$ cat src/rtl/rv32_ctl_pkg.sv
// Shared definitions for the RV32 pipeline hazard controller.
// Contents: opcode constants, NOP encoding, forwarding-select encodings,
// controller FSM state type, per-stage decode record and the register
// match / forwarding-select helpers used by hazard_ctl.
package rv32_ctl_pkg;

    localparam logic [6:0] OPC_LOAD   = 7'b0000011;
    localparam logic [6:0] OPC_OP_IMM = 7'b0010011;
    localparam logic [6:0] OPC_AUIPC  = 7'b0010111;
    localparam logic [6:0] OPC_STORE  = 7'b0100011;
    localparam logic [6:0] OPC_OP     = 7'b0110011;
    localparam logic [6:0] OPC_LUI    = 7'b0110111;
    localparam logic [6:0] OPC_BRANCH = 7'b1100011;
    localparam logic [6:0] OPC_JALR   = 7'b1100111;
    localparam logic [6:0] OPC_JAL    = 7'b1101111;

    // addi x0, x0, 0
    localparam logic [31:0] NOP_INST = 32'h0000_0013;

    localparam logic [1:0] FWD_REG = 2'b00;
    localparam logic [1:0] FWD_ACC = 2'b01;
    localparam logic [1:0] FWD_WB  = 2'b10;

    typedef enum logic {
        ST_RUN      = 1'b0,
        ST_MEM_WAIT = 1'b1
    } ctl_state_e;

    typedef struct packed {
        logic [4:0] rd;
        logic [4:0] rs1;
        logic [4:0] rs2;
        logic       writes_rd;
        logic       uses_rs1;
        logic       uses_rs2;
        logic       is_load;
        logic       is_mem;
    } dec_t;

    // True when a consumer source register is produced by an older stage.
    // x0 is hardwired to zero, so a write to it never creates a dependency.
    function automatic logic reg_match(input logic uses, input logic [4:0] rs,
                                       input logic writes, input logic [4:0] rd);
        return uses && writes && (rd != 5'd0) && (rs == rd);
    endfunction

    // Operand source for execute: the access stage wins over writeback since it
    // holds the younger value; a load in access has no data yet.
    function automatic logic [1:0] fwd_sel(input logic uses, input logic [4:0] rs,
                                           input dec_t acc, input dec_t wb);
        logic [1:0] sel;
        if (reg_match(uses, rs, acc.writes_rd & ~acc.is_load, acc.rd)) begin
            sel = FWD_ACC;
        end else if (reg_match(uses, rs, wb.writes_rd, wb.rd)) begin
            sel = FWD_WB;
        end else begin
            sel = FWD_REG;
        end
        return sel;
    endfunction

endpackage

$ cat src/rtl/hazard_dec.sv
// Per-stage instruction classifier for hazard detection.
// Ports:
//   inst       in  32  instruction word held by a pipeline stage
//   rd/rs1/rs2 out  5  register fields
//   writes_rd  out  1  instruction writes a destination register
//   uses_rs1   out  1  instruction reads rs1
//   uses_rs2   out  1  instruction reads rs2
//   is_load    out  1  load opcode
//   is_mem     out  1  load or store opcode
module hazard_dec
    import rv32_ctl_pkg::*;
(
    input  logic [31:0] inst,
    output logic [4:0]  rd,
    output logic [4:0]  rs1,
    output logic [4:0]  rs2,
    output logic        writes_rd,
    output logic        uses_rs1,
    output logic        uses_rs2,
    output logic        is_load,
    output logic        is_mem
);

    logic [6:0] opcode_s;

    assign opcode_s = inst[6:0];
    assign rd       = inst[11:7];
    assign rs1      = inst[19:15];
    assign rs2      = inst[24:20];

    // Opcode classification; anything not listed writes rd and reads nothing.
    always_comb begin
        writes_rd = 1'b1;
        uses_rs1  = 1'b0;
        uses_rs2  = 1'b0;
        is_load   = 1'b0;
        is_mem    = 1'b0;
        case (opcode_s)
            OPC_OP: begin
                uses_rs1 = 1'b1;
                uses_rs2 = 1'b1;
            end
            OPC_OP_IMM, OPC_JALR: begin
                uses_rs1 = 1'b1;
            end
            OPC_LOAD: begin
                uses_rs1 = 1'b1;
                is_load  = 1'b1;
                is_mem   = 1'b1;
            end
            OPC_STORE: begin
                writes_rd = 1'b0;
                uses_rs1  = 1'b1;
                uses_rs2  = 1'b1;
                is_mem    = 1'b1;
            end
            OPC_BRANCH: begin
                writes_rd = 1'b0;
                uses_rs1  = 1'b1;
                uses_rs2  = 1'b1;
            end
            default: begin
                writes_rd = 1'b1;
            end
        endcase
    end

endmodule

$ cat src/rtl/hazard_ctl.sv
// Pipeline hazard controller for a 5-stage RV32 pipeline.
// Tracks shadow copies of the execute, access and writeback instructions and
// produces stall/flush/freeze controls plus execute operand forwarding selects.
// Ports:
//   clk, rst            clock, asynchronous active-high reset
//   inst_de      in 32  instruction currently in decode
//   pc_sel       in  1  execute-stage redirect
//   dmem_ready   in  1  data memory completes its access this cycle
//   stall_fe     out 1  hold PC and fetch/decode register
//   stall_de     out 1  hold decode/execute register
//   flush_fe     out 1  load NOP into fetch/decode register
//   flush_de     out 1  load NOP into decode/execute register
//   freeze       out 1  hold every pipeline register
//   fwd_a/fwd_b  out 2  execute operand source (00 regfile, 01 access, 10 writeback)
// Build option: define HAZARD_FWD_EN to enable forwarding; otherwise every
// register dependency on an in-flight producer stalls decode until it retires.
module hazard_ctl
    import rv32_ctl_pkg::*;
(
    input  logic        clk,
    input  logic        rst,
    input  logic [31:0] inst_de,
    input  logic        pc_sel,
    input  logic        dmem_ready,
    output logic        stall_fe,
    output logic        stall_de,
    output logic        flush_fe,
    output logic        flush_de,
    output logic        freeze,
    output logic [1:0]  fwd_a,
    output logic [1:0]  fwd_b
);

    logic [31:0] ex_q;
    logic [31:0] acc_q;
    logic [31:0] wb_q;
    logic        flush_pend_r;
    ctl_state_e  state_r;
    ctl_state_e  state_nxt_s;

    dec_t de_s;
    dec_t ex_s;
    dec_t acc_s;
    dec_t wb_s;
    logic dec_unused_s;

    logic mem_busy_s;
    logic redirect_s;
    logic data_haz_s;
    logic load_use_s;

    hazard_dec u_dec_de (.inst(inst_de), .rd(de_s.rd), .rs1(de_s.rs1), .rs2(de_s.rs2),
                         .writes_rd(de_s.writes_rd), .uses_rs1(de_s.uses_rs1),
                         .uses_rs2(de_s.uses_rs2), .is_load(de_s.is_load), .is_mem(de_s.is_mem));
    hazard_dec u_dec_ex (.inst(ex_q), .rd(ex_s.rd), .rs1(ex_s.rs1), .rs2(ex_s.rs2),
                         .writes_rd(ex_s.writes_rd), .uses_rs1(ex_s.uses_rs1),
                         .uses_rs2(ex_s.uses_rs2), .is_load(ex_s.is_load), .is_mem(ex_s.is_mem));
    hazard_dec u_dec_acc (.inst(acc_q), .rd(acc_s.rd), .rs1(acc_s.rs1), .rs2(acc_s.rs2),
                          .writes_rd(acc_s.writes_rd), .uses_rs1(acc_s.uses_rs1),
                          .uses_rs2(acc_s.uses_rs2), .is_load(acc_s.is_load), .is_mem(acc_s.is_mem));
    hazard_dec u_dec_wb (.inst(wb_q), .rd(wb_s.rd), .rs1(wb_s.rs1), .rs2(wb_s.rs2),
                         .writes_rd(wb_s.writes_rd), .uses_rs1(wb_s.uses_rs1),
                         .uses_rs2(wb_s.uses_rs2), .is_load(wb_s.is_load), .is_mem(wb_s.is_mem));

    // Not every decoded field is needed in every stage.
    assign dec_unused_s = ^{de_s, ex_s, acc_s, wb_s};

    assign mem_busy_s = acc_s.is_mem & ~dmem_ready;
    // A redirect seen while frozen is remembered and applied once the pipe moves.
    assign redirect_s = ~mem_busy_s & (pc_sel | flush_pend_r);

`ifdef HAZARD_FWD_EN
    assign data_haz_s = ex_s.is_load &
                        (reg_match(de_s.uses_rs1, de_s.rs1, ex_s.writes_rd, ex_s.rd) |
                         reg_match(de_s.uses_rs2, de_s.rs2, ex_s.writes_rd, ex_s.rd));
    assign fwd_a = fwd_sel(ex_s.uses_rs1, ex_s.rs1, acc_s, wb_s);
    assign fwd_b = fwd_sel(ex_s.uses_rs2, ex_s.rs2, acc_s, wb_s);
`else
    // Without bypass paths, decode waits until the producer has left writeback.
    assign data_haz_s = reg_match(de_s.uses_rs1, de_s.rs1, ex_s.writes_rd,  ex_s.rd)  |
                        reg_match(de_s.uses_rs2, de_s.rs2, ex_s.writes_rd,  ex_s.rd)  |
                        reg_match(de_s.uses_rs1, de_s.rs1, acc_s.writes_rd, acc_s.rd) |
                        reg_match(de_s.uses_rs2, de_s.rs2, acc_s.writes_rd, acc_s.rd) |
                        reg_match(de_s.uses_rs1, de_s.rs1, wb_s.writes_rd,  wb_s.rd)  |
                        reg_match(de_s.uses_rs2, de_s.rs2, wb_s.writes_rd,  wb_s.rd);
    assign fwd_a = FWD_REG;
    assign fwd_b = FWD_REG;
`endif

    assign load_use_s = ~mem_busy_s & ~redirect_s & data_haz_s;

    // Next-state and control outputs: freeze > redirect flush > data-hazard stall.
    always_comb begin
        state_nxt_s = state_r;
        stall_fe    = 1'b0;
        stall_de    = 1'b0;
        flush_fe    = 1'b0;
        flush_de    = 1'b0;
        freeze      = 1'b0;
        case (state_r)
            ST_RUN: begin
                if (mem_busy_s) begin
                    state_nxt_s = ST_MEM_WAIT;
                end else begin
                    state_nxt_s = ST_RUN;
                end
            end
            ST_MEM_WAIT: begin
                if (dmem_ready) begin
                    state_nxt_s = ST_RUN;
                end else begin
                    state_nxt_s = ST_MEM_WAIT;
                end
            end
            default: begin
                state_nxt_s = ST_RUN;
            end
        endcase
        if (rst) begin
            freeze = 1'b0;
        end else if (mem_busy_s) begin
            freeze   = 1'b1;
            stall_fe = 1'b1;
            stall_de = 1'b1;
        end else if (redirect_s) begin
            flush_fe = 1'b1;
            flush_de = 1'b1;
        end else if (load_use_s) begin
            stall_fe = 1'b1;
            stall_de = 1'b1;
            flush_de = 1'b1;
        end else begin
            freeze = 1'b0;
        end
    end

    // Shadow pipeline, pending-redirect flag and FSM state register.
    always_ff @(posedge clk or posedge rst) begin
        if (rst) begin
            ex_q         <= NOP_INST;
            acc_q        <= NOP_INST;
            wb_q         <= NOP_INST;
            flush_pend_r <= 1'b0;
            state_r      <= ST_RUN;
        end else begin
            state_r <= state_nxt_s;
            if (mem_busy_s) begin
                flush_pend_r <= flush_pend_r | pc_sel;
            end else begin
                wb_q         <= acc_q;
                acc_q        <= ex_q;
                ex_q         <= (redirect_s | load_use_s) ? NOP_INST : inst_de;
                flush_pend_r <= 1'b0;
            end
        end
    end

endmodule
$ cat config.mk
export PLATFORM = sky130hd
export DESIGN_NAME = hazard_ctl
export DESIGN_NICKNAME = d
export VERILOG_FILES = /design/src/rtl/rv32_ctl_pkg.sv /design/src/rtl/hazard_dec.sv /design/src/rtl/hazard_ctl.sv
export SDC_FILE = /design/constraint.sdc
export NUM_CORES = 1
export LEC_CHECK = 0
export BUFFER_PORTS_ARGS = -buffer_cell sky130_fd_sc_hd__buf_2
export CAP_MARGIN = 20
export CORE_MARGIN = 3
export CORE_UTILIZATION = 53
export DETAILED_ROUTE_END_ITERATION = 7
export PLACE_DENSITY = 0.82
export SYNTH_ARGS = -nofsm -noshare
export SYNTH_HDL_FRONTEND = slang
export SYNTH_SLANG_ARGS = --single-unit
$ cat constraint.sdc
create_clock -name clk -period 2.55 [get_ports clk]
set_input_delay 0 -clock clk [delete_from_list [all_inputs] [get_ports clk]]
set_output_delay 0 -clock clk [all_outputs]
set_load 0.005 [all_outputs]
==> impl_metrics.ini <==
[outcome]
status = finished, final reports clean

[synthesis]
synthDistinctLibCells = 37
synthCells = 212
synth_ff_type = dfrtp_1
syn_avg_cell_area_sq_um = 9.07
async_flop_share_pct = 100
ys_seq_area_share_pct = 47.5
ys_ff_latch = 36
synth_top_area_cell = dfrtp_1
synthesis.area_sq_um = 1920
synth_top_area_share_pct = 35.2
synth-edff-count = 0
synthTopCellsByArea = dfrtp_1, dfstp_2, nand2_1
yosysWarnings = 0

[final_layout]
multi_input_area_sq_um = 1000
diodes = 0
area_delta_synth_final_pct = 27.0
seqCellArea_sq_um = 912
postLayoutCellArea_sq_um = 2440
layout_commonest_cell = nand2_1
layout_common_cells = nand2_1, buf_2, dfrtp_1, xor2_1, dlygate4sd3_1
drive_above_1_share_pct = 25.8
fillers = 256
fin_nets = 299

[placed_design]
dpl_cell_area_sq_um = 2110
hpwlAfterDp_microns = 3030
dp_slack_ps = 99.0
place.gp.congestion = 0.942
numPortBuffers = 30

[pwr]
pwr-share-comb_pct = 19.3
power.total_w = 0.00133
p_leak_nw = 1.15
clkPwrFrac_pct = 30.1
p_seq_share_pct = 50.6
p_switching_w = 0.000373
p_int_w = 0.000958
switching_share_pct = 28.0
worst_ir_drop_vdd_mv = 0.344
power_density_nw_per_um2 = 545

[critical_path]
slowest_delay_ps = 550
r2r-start = wb_q[3]
start_kind = flip-flop
end_kind = primary output
r2r_setup_slack_ps = 200
reg2reg_depth = 7
cpMostUsedCell = or4b_4
crit_slowest_cell = or4b_4
crit_fanout = 2
r2r-end = ex_q[4]
arrival_ps = 2500
crit_type = flip-flop to primary output
path_cells = or4b_4, o22ai_4, nor4_2, o2bb2ai_2, or4b_4, and3_4, buf_6
crit_required_ps = 2550

[drt]
wl_per_cell_microns = 15.2
drt_pre_antenna_iters = 4
route.detailed.drc = 0
vias = 1683
ant_nets = 0
routed_wl_microns = 4730
drt_iter0_drc = 90
vias_per_cell = 5.43

[sta]
finalHoldViolCount = 0
min_period_over_period_pct = 98.0
fmax_mhz = 400
tns_ps = 0
rsz0062_at_grt = yes
setup_slack_ps = 51.7
fin_worst_skew_ps = 6.22
setup_viol = 0
min_period_ps = 2500
finalMaxSlewViolations = 0

[clocking]
cts_sinks = 36
root_buffer = clkbuf_4
numCtsBuffers = 5
cts_tree = yes
cts_buffer_depth = 2
clock_latency_ps = 340
path_clk_slew_ps = 110
h-tree-depth = 2

[global_routing]
grt_max_degree = 37
grt_pass1_wl_microns = 7930
grt-ovfl-total = 0
grtUsageTotal_pct = 24.0
grt_pass1_vias = 1707
antenna_found_initial = 0

[die]
core_area_sq_um = 3420
die_h_microns = 66.2
initial_core_util_pct = 56.3
ios = 45
die_w_microns = 66.2
rows = 21
die_area_sq_um = 4380

[worst_hold_path]
min_to = acc_q[10]
hold_path.class = primary input to flip-flop
holdPathStages = 5
holdCritStartpoint = dmem_ready

[flow_run]
maxCapViolCount = 0
[area by class of cell]
type,instances,area share (%)
clock buffers,5,1.54
clock inverters,3,1.74
inverters,3,0.462
multi-input cells,163,41.2
flip-flops and latches,36,37.4
well taps,46,2.36
repair buffers,54,15.3
[routing by layer]
metal	routed length, microns	vias up	global-route usage, %
met5	0	-	0
met4	90	0	9.64
met3	269	8	3.57
met2	2490	60	42.1
met1	1880	807	29.3
li1	-	808	-
[through the flow]
stage / hold WS (ps) / cells / utilization (%)
2_1_floorplan: 31.1 / 215 / -
3_3_place_gp: 64.3 / 282 / 61.7
3_5_place_dp: 68.4 / 282 / 61.7
4_1_cts: 173 / 310 / 70.7
5_1_grt: 191 / 310 / 71.4
6_report: 178 / 310 / 71.4
[state kept, by name (all words and copies together), names as in the netlist]
| register | cells |
|---|---|
| acc_q | 12 |
| ex_q | 12 |
| flush_pend_r | 1 |
| wb_q | 11 |
[kinds of logic after synthesis]
family / after synthesis / synth area share [%]
other: 1 / 0.195
and+or+nand+nor: 99 / 24.5
xor gates and xnor gates: 30 / 13.7
buffers and inverters: 16 / 4.17
DFF: 36 / 47.5
AOI/OAI and AO/OA: 30 / 10.0
[power groups by stage]
| stage | logic [W] | registers [W] | clock network [W] |
|---|---|---|---|
| detailed placement | 0.000198 | 0.000683 | 0 |
| CTS | 0.000247 | 0.000672 | 0.000403 |
| floorplan | 0.000141 | 0.000670 | 0 |
| global route | 0.000285 | 0.000681 | 0.000433 |
| global placement | 0.000191 | 0.000680 | 0 |
| finish | 0.000257 | 0.000673 | 0.000400 |
[cells in the mapped netlist (all sizes together), types with 2 or more instances]
master and count:
nor3 9, o21a 2, dfrtp 27, xor2 19
dfstp 9, nor2 8, nand2 51, a21o 3
nand3b 2, inv 3, nand3 6, buf 6
a21oi 7, or4 4, nand4 4, o22ai 2
xnor2 11, clkbuf 7, nand2b 3, and2 4
o31ai 2, o21ai 9, or4b 2
[timing repair]
action                                 in CTS  in global routing
resized for setup                           8                  5
hold buffers                               15                  0
setup buffers                               5                  0
pin swaps                                   2                  1
endpoints found under the hold margin      24                  0
cloned                                      0                  0
setup endpoints to repair                   1                  3
[how the worst max path moves through the flow]
stage                     startpoint        to  slack, ps  depth (start not counted)
after floorplan              wb_q[8]   ex_q[4]        340                          7
after global placement       wb_q[8]   ex_q[4]        150                          6
after detailed placement     wb_q[8]   ex_q[4]        100                          6
after CTS                    wb_q[3]  flush_de         20                          7
after global routing        acc_q[1]  flush_de        -10                          7
final                        wb_q[3]  flush_de         50                          7
[worst max-delay path, delay by kind of cell, from the launching register on]
family | cells | cell delay, ps
and+or+nand+nor | 4 | 1340
DFF | 1 | 400
buffers and inverters | 1 | 110
AOI/OAI and AO/OA | 2 | 320
(Power assumes the default switching activity.)
